`src/rtl/clock_24h_ctrl.sv`:
```
// Prescaler and button-driven set-time sequencer for the 24 h timekeeper.
// mode is the FSM state register itself, so checkers can bind to it directly.
module clock_24h_ctrl #(
   parameter int CLK_HZ    = 50_000_000,
   parameter int TIMEOUT_S = 10,
   parameter int REPEAT_HS = 2
) (
   input  logic       clk,
   input  logic       reset,
   input  logic       btn_mode,
   input  logic       btn_inc,
   input  logic [4:0] cur_hour,
   input  logic [5:0] cur_min,
   output logic       sec_tick,
   output logic       hs_tick,
   output logic       load_h,
   output logic       load_m,
   output logic [5:0] value,
   output logic [1:0] mode,
   output logic       blink
);

   localparam int HALF     = CLK_HZ / 2;
   localparam int PW       = $clog2(HALF);
   localparam int TO_TICKS = 2 * TIMEOUT_S;
   localparam int TW       = $clog2(TO_TICKS + 1);
   localparam int RW       = $clog2(REPEAT_HS + 2);

   localparam logic [PW-1:0] P_LAST = PW'(HALF - 1);
   localparam logic [PW-1:0] P_PRE  = PW'(HALF - 2);
   localparam logic [TW-1:0] T_LAST = TW'(TO_TICKS - 1);
   localparam logic [RW-1:0] R_ARM  = RW'(REPEAT_HS);

   localparam logic [1:0] ST_RUN   = 2'd0;
   localparam logic [1:0] ST_SET_H = 2'd1;
   localparam logic [1:0] ST_SET_M = 2'd2;

   logic [PW-1:0] pcnt;
   logic          phase;
   logic [TW-1:0] tcnt, tcnt_n;
   logic [RW-1:0] rcnt, rcnt_n;
   logic          mode_prev, inc_prev;
   logic          mode_press, inc_press, hs_pre;
   logic [5:0]    hour_mod, min_mod, base, lim, base_inc;
   logic [1:0]    state_n;
   logic [5:0]    value_n;
   logic          load_h_n, load_m_n, blink_n, restart;

   // hs_pre is the cycle before hs_tick is visible; the FSM acts on it so
   // blink, timeout and repeat changes line up with the visible tick.
   assign hs_pre     = (pcnt == P_PRE);
   assign mode_press = btn_mode & ~mode_prev;
   assign inc_press  = btn_inc & ~inc_prev & ~mode_press;

   assign hour_mod = {1'b0, cur_hour} % 6'd24;
   assign min_mod  = cur_min % 6'd60;
   // During the load_h cycle value still shows the hour; edits apply to the minute.
   assign base     = load_h ? min_mod : value;
   assign lim      = (mode == ST_SET_H) ? 6'd23 : 6'd59;
   assign base_inc = (base >= lim) ? 6'd0 : base + 6'd1;

   always_comb begin
      state_n  = mode;
      value_n  = (mode == ST_RUN) ? 6'd0 : base;
      load_h_n = 1'b0;
      load_m_n = 1'b0;
      blink_n  = blink;
      tcnt_n   = tcnt;
      rcnt_n   = (btn_inc && mode != ST_RUN) ? rcnt : '0;
      restart  = 1'b0;
      case (mode)
         ST_RUN: begin
            if (mode_press) begin
               state_n = ST_SET_H;
               value_n = hour_mod;
               blink_n = 1'b1;
               tcnt_n  = '0;
               rcnt_n  = '0;
            end
         end
         ST_SET_H, ST_SET_M: begin
            if (mode_press) begin
               tcnt_n = '0;
               if (mode == ST_SET_H) begin
                  state_n  = ST_SET_M;
                  load_h_n = 1'b1;
               end else begin
                  state_n  = ST_RUN;
                  load_m_n = 1'b1;
                  blink_n  = 1'b0;
                  restart  = 1'b1;
               end
            end else if (inc_press) begin
               value_n = base_inc;
               tcnt_n  = '0;
            end else if (hs_pre) begin
               blink_n = ~blink;
               if (btn_inc && rcnt == R_ARM) begin
                  value_n = base_inc;
                  tcnt_n  = '0;
               end else begin
                  if (btn_inc) rcnt_n = rcnt + RW'(1);
                  if (tcnt == T_LAST) begin
                     state_n = ST_RUN;
                     value_n = 6'd0;
                     blink_n = 1'b0;
                     tcnt_n  = '0;
                  end else begin
                     tcnt_n = tcnt + TW'(1);
                  end
               end
            end
         end
         default: begin
            state_n = ST_RUN;
            value_n = 6'd0;
            blink_n = 1'b0;
         end
      endcase
   end

   always_ff @(posedge clk) begin
      if (reset) begin
         pcnt      <= '0;
         phase     <= 1'b0;
         tcnt      <= '0;
         rcnt      <= '0;
         mode_prev <= 1'b0;
         inc_prev  <= 1'b0;
         mode      <= ST_RUN;
         value     <= 6'd0;
         load_h    <= 1'b0;
         load_m    <= 1'b0;
         blink     <= 1'b0;
         hs_tick   <= 1'b0;
         sec_tick  <= 1'b0;
      end else begin
         mode_prev <= btn_mode;
         inc_prev  <= btn_inc;
         mode      <= state_n;
         value     <= value_n;
         load_h    <= load_h_n;
         load_m    <= load_m_n;
         blink     <= blink_n;
         tcnt      <= tcnt_n;
         rcnt      <= rcnt_n;
         // Parking pcnt on its last count makes the next cycle look like the
         // first cycle after reset, so the first second after setting is full.
         if (restart) begin
            pcnt     <= P_LAST;
            phase    <= 1'b0;
            hs_tick  <= 1'b0;
            sec_tick <= 1'b0;
         end else begin
            pcnt     <= (pcnt == P_LAST) ? '0 : pcnt + PW'(1);
            hs_tick  <= hs_pre;
            sec_tick <= hs_pre & phase & (state_n == ST_RUN);
            if (hs_pre) phase <= ~phase;
         end
      end
   end

endmodule

```
`config.mk`:
```
export PLATFORM = sky130hd
export DESIGN_NAME = clock_24h_ctrl
export DESIGN_NICKNAME = d
export VERILOG_FILES = /design/src/rtl/clock_24h_ctrl.sv
export SDC_FILE = /design/constraint.sdc
export NUM_CORES = 1
export LEC_CHECK = 0
export ABC_AREA = 0
export CAP_MARGIN = 20
export CORE_MARGIN = 10
export CORE_UTILIZATION = 45
export DETAILED_ROUTE_END_ITERATION = 8
export PLACE_DENSITY = 0.66
export SETUP_SLACK_MARGIN = 0.1
export SYNTH_ARGS = -nofsm -noshare
export SYNTH_HDL_FRONTEND = slang
export SYNTH_SLANG_ARGS = --single-unit
```
`constraint.sdc`:
```
create_clock -name clk -period 5.5 [get_ports clk]
set_clock_uncertainty 0.1 [all_clocks]
set_input_delay 1.1 -clock clk [delete_from_list [all_inputs] [get_ports clk]]
set_output_delay 1.1 -clock clk [all_outputs]
set_load 0.03 [all_outputs]
```
==> impl_metrics.json <==
{
  "status": "finished, final reports clean",
  "power_frac_seq_pct": 52.3,
  "place_hpwl_mm": 4.774,
  "fmax_mhz": 257.6,
  "worstPathMaxFanout": 9,
  "cts-root-buf": "clkbuf_8",
  "grtUsageTotal_pct": 13.12,
  "fin_worst_hold_slack_ns": 0.3663,
  "synth.most_common_cell": "dfxtp_1",
  "fill_cells": 596,
  "endpoint_kind": "flop",
  "wl_per_cell_um": 14.75,
  "grt_first_pass_wirelength_mm": 10.87,
  "multi_input_area_um2": 1699,
  "period_minus_slack_ns": 3.883,
  "ir_drop_mv": 0.1747,
  "synth_edf_count": 0,
  "report.power.total_w": 0.0007241,
  "worstSetupPathType": "in2reg",
  "maxCapViolations": 0,
  "numPortBuffers": 27,
  "finalSetupViolations": 0,
  "gp_congestion": 0.8590,
  "tns_ns": 0,
  "fin_area_um2": 3163,
  "avgSynthCellArea_um2": 8.379,
  "hold_class": "reg2reg",
  "ctsHtreeMaxLevel": 2,
  "ioPinCount": 28,
  "antenna_found_initial": 0,
  "syn-cell-area_um2": 2765,
  "netlist_top_cells_area": "dfxtp_1 35%, xor2_1 6.3%, ha_1 5.4%",
  "area_growth_syn_to_layout_pct": 14.39,
  "swShare_pct": 28.73,
  "power_frac_comb_pct": 16.6,
  "power_density_nw_per_um2": 228.9,
  "via_per_inst": 5.590,
  "drt_iter0_drc": 227,
  "ys_seq_elements": 48,
  "slew-limit-headroom_pct": 48.46,
  "start_util_pct": 46.43,
  "synth_top_cell_area_share_pct": 34.75,
  "row_count": 28,
  "p_clk_share_pct": 31.1,
  "wirelength_mm": 6.329,
  "drt_pre_antenna_iters": 4,
  "worst_pin_slew_ns": 0.7715,
  "arrival_ns": 4.02,
  "drive_gt1_share_pct": 7.627,
  "cts-resized-gates": 0,
  "slowest_delay_ns": 0.52,
  "detail-route-antenna-nets": 0,
  "cts_buffer_depth": 2,
  "async_flop_share_pct": 0,
  "seq_area_um2": 960.9,
  "synth-main-ff-cell": "dfxtp_1",
  "crit_family": "compound AO/OA/AOI/OAI gates",
  "drc_errors": 0,
  "postCtsHoldBufs": 0,
  "die-area_um2": 9681,
  "synth_commonest_cells": "48 x dfxtp_1, 33 x nor2_1, 28 x nand2_1",
  "cts_tree": "done",
  "yosysSeqAreaShare_pct": 34.75,
  "start_kind": "input pin",
  "fin_crit_sh_pct": 70.59,
  "synth_cell_types": 57,
  "nNetsFinal": 380,
  "vias": 2398,
  "clkTransAtPathRegs_ns": 0.09,
  "synth_top_area_cell": "dfxtp_1",
  "intPower_w": 0.0005161,
  "leakage_nw": 1.203,
  "cp_num_buf_inv": 1,
  "ys_warn_count": 0,
  "clock_latency_ns": 0.30,
  "cts_sinks": 48,
  "die_h_um": 98.39,
  "synth_cells": 330,
  "grt_max_degree": 19,
  "antenna_cells": 0,
  "grt_overflow": 0,
  "die_w_um": 98.39,
  "crit_chain": "clkdlybuf4s50_1 -> ha_1 -> nand3_1 -> mux2i_1 -> nor2_1 -> ha_1 -> a21o_1 -> a21o_1 -> a31oi_4 -> nand4_4 -> o21ai_0 -> a21oi_1 -> a21oi_1",
  "grt_pass1_vias": 2264,
  "worstPathRequired_ns": 5.64,
  "maxSlewViolCount": 0,
  "p_switching_w": 0.0002080,
  "crit_slowest_cell": "clkdlybuf4s50_1",
  "postCtsSetupRepairBufs": 0,
  "placed_cell_area_um2": 3065,
  "numCtsBuffers": 5,
  "synth.net_count": 357,
  "rsz0062_at_grt": "no",
  "core_um2": 5956,
  "hold_violations": 0
}
## flip-flops by register name (all words and copies together) (netlist names)
| signal | count |
|---|---|
| blink | 1 |
| hs_tick | 1 |
| inc_prev | 1 |
| load_h | 1 |
| load_m | 1 |
| mode | 2 |
| mode_prev | 1 |
| pcnt | 25 |
| phase | 1 |
| rcnt | 2 |
| sec_tick | 1 |
| tcnt | 5 |
| value | 6 |
## cell usage in the layout, fill, tap and decap left out, types with 7 or more instances in the layout
| cell | instances |
|---|---|
| and3_1 | 8 |
| nor2_1 | 33 |
| nand4_1 | 10 |
| clkdlybuf4s50_1 | 27 |
| inv_1 | 10 |
| o21ai_0 | 26 |
| dfxtp_1 | 48 |
| a21oi_1 | 23 |
| nand2b_1 | 7 |
| ha_1 | 12 |
| xnor2_1 | 10 |
| xor2_1 | 20 |
| nand3_1 | 19 |
| nand2_1 | 28 |
## per-stage QoR
stage	util [%]	setup WS (ns)	cells
detailed placement	51.47	1.365	421
finish	53.11	1.617	429
floorplan	-	2.119	330
global route	53.11	1.391	429
global placement	51.47	1.469	421
CTS	53.11	1.677	429
## power by group through the flow
| stage | registers (W) | clock network (W) | logic (W) |
|---|---|---|---|
| floorplan | 0.000392 | 0 | 0.0000734 |
| global placement | 0.000387 | 0 | 0.000118 |
| detailed placement | 0.000387 | 0 | 0.000119 |
| CTS | 0.000379 | 0.000231 | 0.000120 |
| global route | 0.000381 | 0.000247 | 0.000135 |
| finish | 0.000379 | 0.000225 | 0.000120 |
## worst paths after layout
kind,startpoint,cells after the start,slack (ns),endpoint
max,cur_min[2],13,1.62,value[3]
min,phase,2,0.37,sec_tick
max reg2reg,load_h,11,2.63,value[3]
min reg2reg,phase,2,0.37,sec_tick
## tightest hold or removal path, delay by kind of cell (launching register included)
family / cells / cell delay (ns)
simple gates: 2 / 0.09
flops: 1 / 0.34
## layout make-up
cell class	count	share of cell area (%)
clock buffers	6	2.611
clock inverters	2	0.4747
inverters	11	1.305
multi-input cells	260	53.72
flip-flops and latches	48	30.38
well taps	75	2.967
repair buffers	27	8.544
## routing by layer
metal	GRT usage, %	part of all wire, %	routed length (µm)
met1	18.38	50	3170
met2	18.91	42	2658
met3	3.101	6.6	420
met4	4.741	1.2	79
met5	0	0	0
## cells by family after synthesis
group / share of synthesized area (%)
flops: 34.75
simple gates: 28.64
compound gates: 15.66
fa+ha+maj: 5.430
mux: 2.217
buf+inv: 3.801
xor+xnor: 9.502
Power figures use the tool's default switching activity.
